**src/rtl/eth_dst_mac_filter.sv**
```systemverilog
// eth_dst_mac_filter
// Destination-MAC filter on an 8-bit AXI-Stream path. The first six bytes of
// each frame are held back while the destination address is captured. The
// frame is then either replayed and passed through, or silently consumed.
// A frame is forwarded if its destination is the local MAC, the broadcast
// address, or promiscuous mode is set. Frames that end before a complete
// destination address plus at least one more byte are dropped as runts.
// Optional build macro ETH_DST_MAC_FILTER_STATS_EN adds saturating
// forward/drop/runt counters.
module eth_dst_mac_filter #(
  parameter int HDR_BYTES = 6,
  parameter int CNT_WIDTH = 32
) (
  input  logic        clk,
  input  logic        reset_n,
  // frames from the MAC RX FIFO; tuser on the tlast beat marks a bad frame
  input  logic [7:0]  rx_tdata,
  input  logic        rx_tvalid,
  output logic        rx_tready,
  input  logic        rx_tlast,
  input  logic        rx_tuser,
  // filtered frames
  output logic [7:0]  tx_tdata,
  output logic        tx_tvalid,
  input  logic        tx_tready,
  output logic        tx_tlast,
  output logic        tx_tuser,
  // configuration, sampled on the sixth header byte
  input  logic [47:0] cfg_local_mac,
  input  logic        cfg_promisc,
  output logic        drop_pulse,
  output logic        runt_pulse
`ifdef ETH_DST_MAC_FILTER_STATS_EN
  ,
  output logic [CNT_WIDTH-1:0] stat_fwd_count,
  output logic [CNT_WIDTH-1:0] stat_drop_count,
  output logic [CNT_WIDTH-1:0] stat_runt_count
`endif
);

  // The header buffer and counters below are sized for a 6-byte MAC address.
  generate
    if (HDR_BYTES != 6 || CNT_WIDTH < 1) begin : g_param_check
      $fatal(1, "eth_dst_mac_filter: HDR_BYTES must be 6 and CNT_WIDTH >= 1");
    end
  endgenerate

  localparam logic [1:0] HDR   = 2'd0;
  localparam logic [1:0] FLUSH = 2'd1;
  localparam logic [1:0] PASS  = 2'd2;
  localparam logic [1:0] DROP  = 2'd3;

  logic [1:0]  state;
  logic [2:0]  cnt;          // header byte index in HDR, replay index in FLUSH
  logic [7:0]  hdr [0:5];
  logic        rx_hs;
  logic        hdr_last;
  logic [47:0] dst_mac;
  logic        addr_match;
  logic        fwd_decide;

  assign rx_hs    = rx_tvalid & rx_tready;
  assign hdr_last = (cnt == 3'd5);
  // The sixth byte is still on the bus when the decision is made.
  assign dst_mac  = {hdr[0], hdr[1], hdr[2], hdr[3], hdr[4], rx_tdata};
  assign addr_match = cfg_promisc || (dst_mac == cfg_local_mac) || (&dst_mac);
  assign fwd_decide = (state == HDR) && rx_hs && !rx_tlast && hdr_last && addr_match;

  // Handshake and data steering for each state; outputs fall to idle values
  // as soon as reset forces the state back to HDR.
  always_comb begin
    // NOTE: every output gets a default first so no path leaves a latch.
    rx_tready = 1'b0;
    tx_tvalid = 1'b0;
    tx_tdata  = 8'h00;
    tx_tlast  = 1'b0;
    tx_tuser  = 1'b0;
    case (state)
      HDR: begin
        rx_tready = 1'b1;
      end
      FLUSH: begin
        tx_tvalid = 1'b1;
        tx_tdata  = hdr[cnt];
      end
      PASS: begin
        tx_tvalid = rx_tvalid;
        rx_tready = tx_tready;
        tx_tdata  = rx_tdata;
        tx_tlast  = rx_tlast;
        tx_tuser  = rx_tuser;
      end
      default: begin
        rx_tready = 1'b1;
      end
    endcase
  end

  // Capture destination-address bytes as they are accepted.
  // NOTE: the header buffer has no reset; it is always rewritten before it is
  // replayed, so clearing it would only cost reset routing.
  always_ff @(posedge clk) begin
    if (state == HDR && rx_hs) begin
      hdr[cnt] <= rx_tdata;
    end
  end

  // Frame-level FSM: collect header, decide, replay header, pass or drop.
  always_ff @(posedge clk or negedge reset_n) begin
    if (!reset_n) begin
      state      <= HDR;
      cnt        <= 3'd0;
      drop_pulse <= 1'b0;
      runt_pulse <= 1'b0;
    end else begin
      drop_pulse <= 1'b0;
      runt_pulse <= 1'b0;
      case (state)
        HDR: begin
          if (rx_hs) begin
            if (rx_tlast) begin
              drop_pulse <= 1'b1;
              runt_pulse <= 1'b1;
              cnt        <= 3'd0;
            end else if (hdr_last) begin
              cnt <= 3'd0;
              if (addr_match) begin
                state <= FLUSH;
              end else begin
                state      <= DROP;
                drop_pulse <= 1'b1;
              end
            end else begin
              cnt <= cnt + 3'd1;
            end
          end
        end
        FLUSH: begin
          if (tx_tready) begin
            if (hdr_last) begin
              state <= PASS;
              cnt   <= 3'd0;
            end else begin
              cnt <= cnt + 3'd1;
            end
          end
        end
        PASS: begin
          if (rx_hs && rx_tlast) begin
            state <= HDR;
          end
        end
        default: begin
          if (rx_hs && rx_tlast) begin
            state <= HDR;
          end
        end
      endcase
    end
  end

`ifdef ETH_DST_MAC_FILTER_STATS_EN
  // Saturating statistics counters.
  always_ff @(posedge clk or negedge reset_n) begin
    if (!reset_n) begin
      stat_fwd_count  <= '0;
      stat_drop_count <= '0;
      stat_runt_count <= '0;
    end else begin
      if (fwd_decide && !(&stat_fwd_count)) begin
        stat_fwd_count <= stat_fwd_count + 1'b1;
      end
      if (drop_pulse && !(&stat_drop_count)) begin
        stat_drop_count <= stat_drop_count + 1'b1;
      end
      if (runt_pulse && !(&stat_runt_count)) begin
        stat_runt_count <= stat_runt_count + 1'b1;
      end
    end
  end
`else
  logic unused_fwd;
  assign unused_fwd = fwd_decide;
`endif

endmodule

```
**config.mk**
```make
export PLATFORM = sky130hd
export DESIGN_NAME = eth_dst_mac_filter
export DESIGN_NICKNAME = d
export VERILOG_FILES = /design/src/rtl/eth_dst_mac_filter.sv
export SDC_FILE = /design/constraint.sdc
export NUM_CORES = 1
export LEC_CHECK = 0
export CORE_UTILIZATION = 27
export CTS_CLUSTER_SIZE = 25
export DETAILED_ROUTE_END_ITERATION = 12
export PLACE_DENSITY = 0.49
export SETUP_SLACK_MARGIN = 0.1
export SYNTH_ARGS = -nofsm -noshare
export SYNTH_HDL_FRONTEND = slang
export SYNTH_SLANG_ARGS = --single-unit
```
**constraint.sdc**
```tcl
create_clock -name clk -period 2.6 [get_ports clk]
set_clock_uncertainty 0.15 [all_clocks]
set_input_delay 0.39 -clock clk [delete_from_list [all_inputs] [get_ports clk]]
set_output_delay 0.39 -clock clk [all_outputs]
set_load 0.05 [all_outputs]
```
==> run_results.csv <==
group,metric,value,unit
status,status,"complete, but fails checks",
status,violations,"negative setup slack",
synth,synth-simple-area-share,10.15,%
synth,synth_top_flop_cell,"edfxtp_1",
synth,async_reset_ff_share,9.859,%
timing,setup_viol,8,
timing,setup_slack,-119.4,ps
timing,finalHoldViolCount,0,
routing,drt-initial-drc-count,254,
synth,yosysSeqAreaShare,57.08,%
power,power.switching,0.001693,W
cells_and_area,syn_to_final_growth,42.44,%
power,seqPwrFrac,30.3,%
floorplanning,die-area,14080,um^2
cts,tritoncts,"yes",
synth,synth.avg_cell_area,14.64,um^2
setup_path,critPathSlowestCell,"mux4_2",
setup_path,cp_slowest_stage_delay,530,ps
job,drv_cap,0,
cts,cts_max_level,3,
setup_path,r2r_setup_slack,360,ps
synth,synth_top_area_share,52.32,%
floorplanning,die_w,118.6,um
synth,synth_area,3674,um^2
cts,clock-sinks,71,
global_routing,grt_max_degree,25,
min_path,hold_class,"in2async",
synth,synthMuxAreaShare,13.76,%
power,p_leak,1.704,nW
floorplanning,start_util,27.74,%
cts,cts.path.max_buffers,2,
place,gp_congestion,0.7953,
cts,clock_latency,320,ps
synth,synth_compound_gate_area_share,4.632,%
routing,routed_wl,11.13,mm
cts,clkTransAtPathRegs,60,ps
global_routing,grt_pass1_vias,2761,
timing,fin_crit_sh,104.6,%
power,p_comb_share,46.8,%
global_routing,antenna_found_initial,0,
synth,synth_common_cells,"edfxtp_1, xnor2_1, nand4_1",
power,powerDensity,912.6,nW/um^2
setup_path,cp_data_arrival_time,2180,ps
cells_and_area,drive_gt1_share,25.96,%
synth,synth_top_family_by_area,"multiplexers",
place,port_buffers,76,
setup_path,path_class,"reg2out",
setup_path,critPathCaptureType,"output port",
setup_path,r2r_cells,9,
power,clockPowerShare,22.9,%
routing,drtAntennaViolNets,0,
cells_and_area,nNetsFinal,427,
synth,synth-edff-count,64,
routing,route.detailed.drc,0,
synth,ys_top_cells_by_area,"edfxtp_1, xnor2_1, mux4_1",
synth,synth_fa_ha_area_share,1.022,%
floorplanning,die_h,118.6,um
synth,synth.distinct_cells,34,
synth,synth_top_area_cell,"edfxtp_1",
setup_path,reg2reg_to,"state[1]",
cells_and_area,n_antenna_cell,0,
synth,synth_xor_area_share,11.44,%
floorplanning,core_area,13240,um^2
routing,wl_per_cell,20.53,um
setup_path,crit_path_max_fanout,6,
cts,root_buffer,"clkbuf_16",
setup_path,r2r_start,"state[0]",
timing,fmax,367.7,MHz
global_routing,grt_pass1_wl,17.01,mm
floorplanning,rows,42,
synth,post-synth-top-count-cell,"edfxtp_1",
setup_path,crit_required,2060,ps
timing,finalMaxSlewViolations,0,
setup_path,path_cells,"buf_12 > buf_16 > mux4_2 > mux2_4 > a22oi_2 > nor2b_1 > buf_6",
power,ir_drop,0.3441,mV
synth,ys_warn_count,0,
place,hpwl,8.412,mm
cts,hold_buffers,0,
setup_path,crit_path_start_kind,"flop",
routing,vias_per_cell,4.876,
synth,ys_seq_elements,71,
cells_and_area,n_fill_cell,1298,
timing,tns,-660.8,ps
routing,vias,2643,
power,internal-power,0.003082,W
timing,rsz0062_at_grt,"true",
timing,hold_ws,182.0,ps
routing,drtPass1Iterations,5,
floorplanning,ios,77,
timing,period_minus_slack,2719,ps
global_routing,grt_use_total,16.63,%
cells_and_area,utilization,39.51,%
power,power.total,0.004775,W
power,switching_share,35.46,%
timing,max_slew_margin,60.43,%
global_routing,overflow,0,
synth,syn_inst,251,
synth,syn-num-nets,317,
timing,worst_pin_slew,593.6,ps
cts,cts_made_buffers,9,
[layer usage]
metal  track usage (%)  vias to the layer above  part of all wire (%)
li1                  -                     1204                     -
met1             22.46                     1344                    45
met2             27.27                       88                    49
met3             3.185                        7                   5.8
met4             4.272                        0                  0.83
met5                 0                        -                     0
[cell families after synthesis]
group,count (synthesis)
buf+inv,14
simple gates,65
flops,71
mux,26
compound gates,24
fa+ha+maj,3
xor+xnor,48
[how the worst max path moves through the flow]
stage / from / to / slack, ps / cells after the start
6_report: cnt[0] / tx_tdata[0] / -120 / 7
5_1_grt: cnt[0] / tx_tdata[0] / -170 / 7
4_1_cts: cnt[0] / tx_tdata[0] / -140 / 7
3_5_place_dp: cfg_local_mac[5] / state[1] / -10 / 8
3_3_place_gp: cfg_local_mac[5] / state[1] / -40 / 8
2_1_floorplan: cnt[1] / tx_tdata[0] / 100 / 6
[metrics by stage]
step           cell area, um^2  instances  setup WS [ps]
2_1_floorplan             3674        251          101.1
3_5_place_dp              4822        520         -10.56
4_1_cts                   5220        542         -139.7
3_3_place_gp              4822        520         -43.55
5_1_grt                   5233        542         -174.0
6_report                  5233        542         -119.4
[sequential cells by signal, summed over array words and instances (netlist names)]
name,cells
drop_pulse,1
state,2
cnt,3
runt_pulse,1
hdr,64
[timing repair]
action | CTS | global route
pin swaps | 1 | 1
gates resized for setup | 28 | 3
endpoints found under the setup margin | 8 | 8
cloned | 2 | 0
setup buffers | 4 | 0
[layout make-up]
class,instances,area [um^2],area share (%)
sequential,71,2098,40.10
multi-input combinational,166,1518,29.01
timing repair buffer,109,1115,21.31
clock buffer,10,229.0,4.376
tap,176,220.2,4.209
clock inverter,6,37.54,0.7174
inverter,4,15.01,0.2869
[cells in the final DEF, fill, tap and decap left out, types with 9 or more instances in the layout]
master / instances
xnor2_1: 48
nor2_1: 9
clkdlybuf4s50_1: 64
mux4_2: 16
nor2b_1: 10
nand4_1: 24
clkbuf_16: 9
edfxtp_1: 64
buf_4: 29
buf_6: 9
[worst max-delay path: cells and delay by family, from the launching register on]
| kind | cells | cell delay, ps |
|---|---|---|
| compound gates | 1 | 120 |
| buf+inv | 3 | 400 |
| flops | 1 | 440 |
| mux | 2 | 820 |
| simple gates | 1 | 70 |
[power groups by stage]
stage	clock (W)	combinational [W]	sequential [W]
2_1_floorplan	0	0.00130	0.00142
3_3_place_gp	0	0.00193	0.00145
3_5_place_dp	0	0.00193	0.00145
4_1_cts	0.00111	0.00224	0.00145
5_1_grt	0.00116	0.00236	0.00146
6_report	0.00109	0.00223	0.00145
Note: power is estimated with default switching activity, not from simulation.
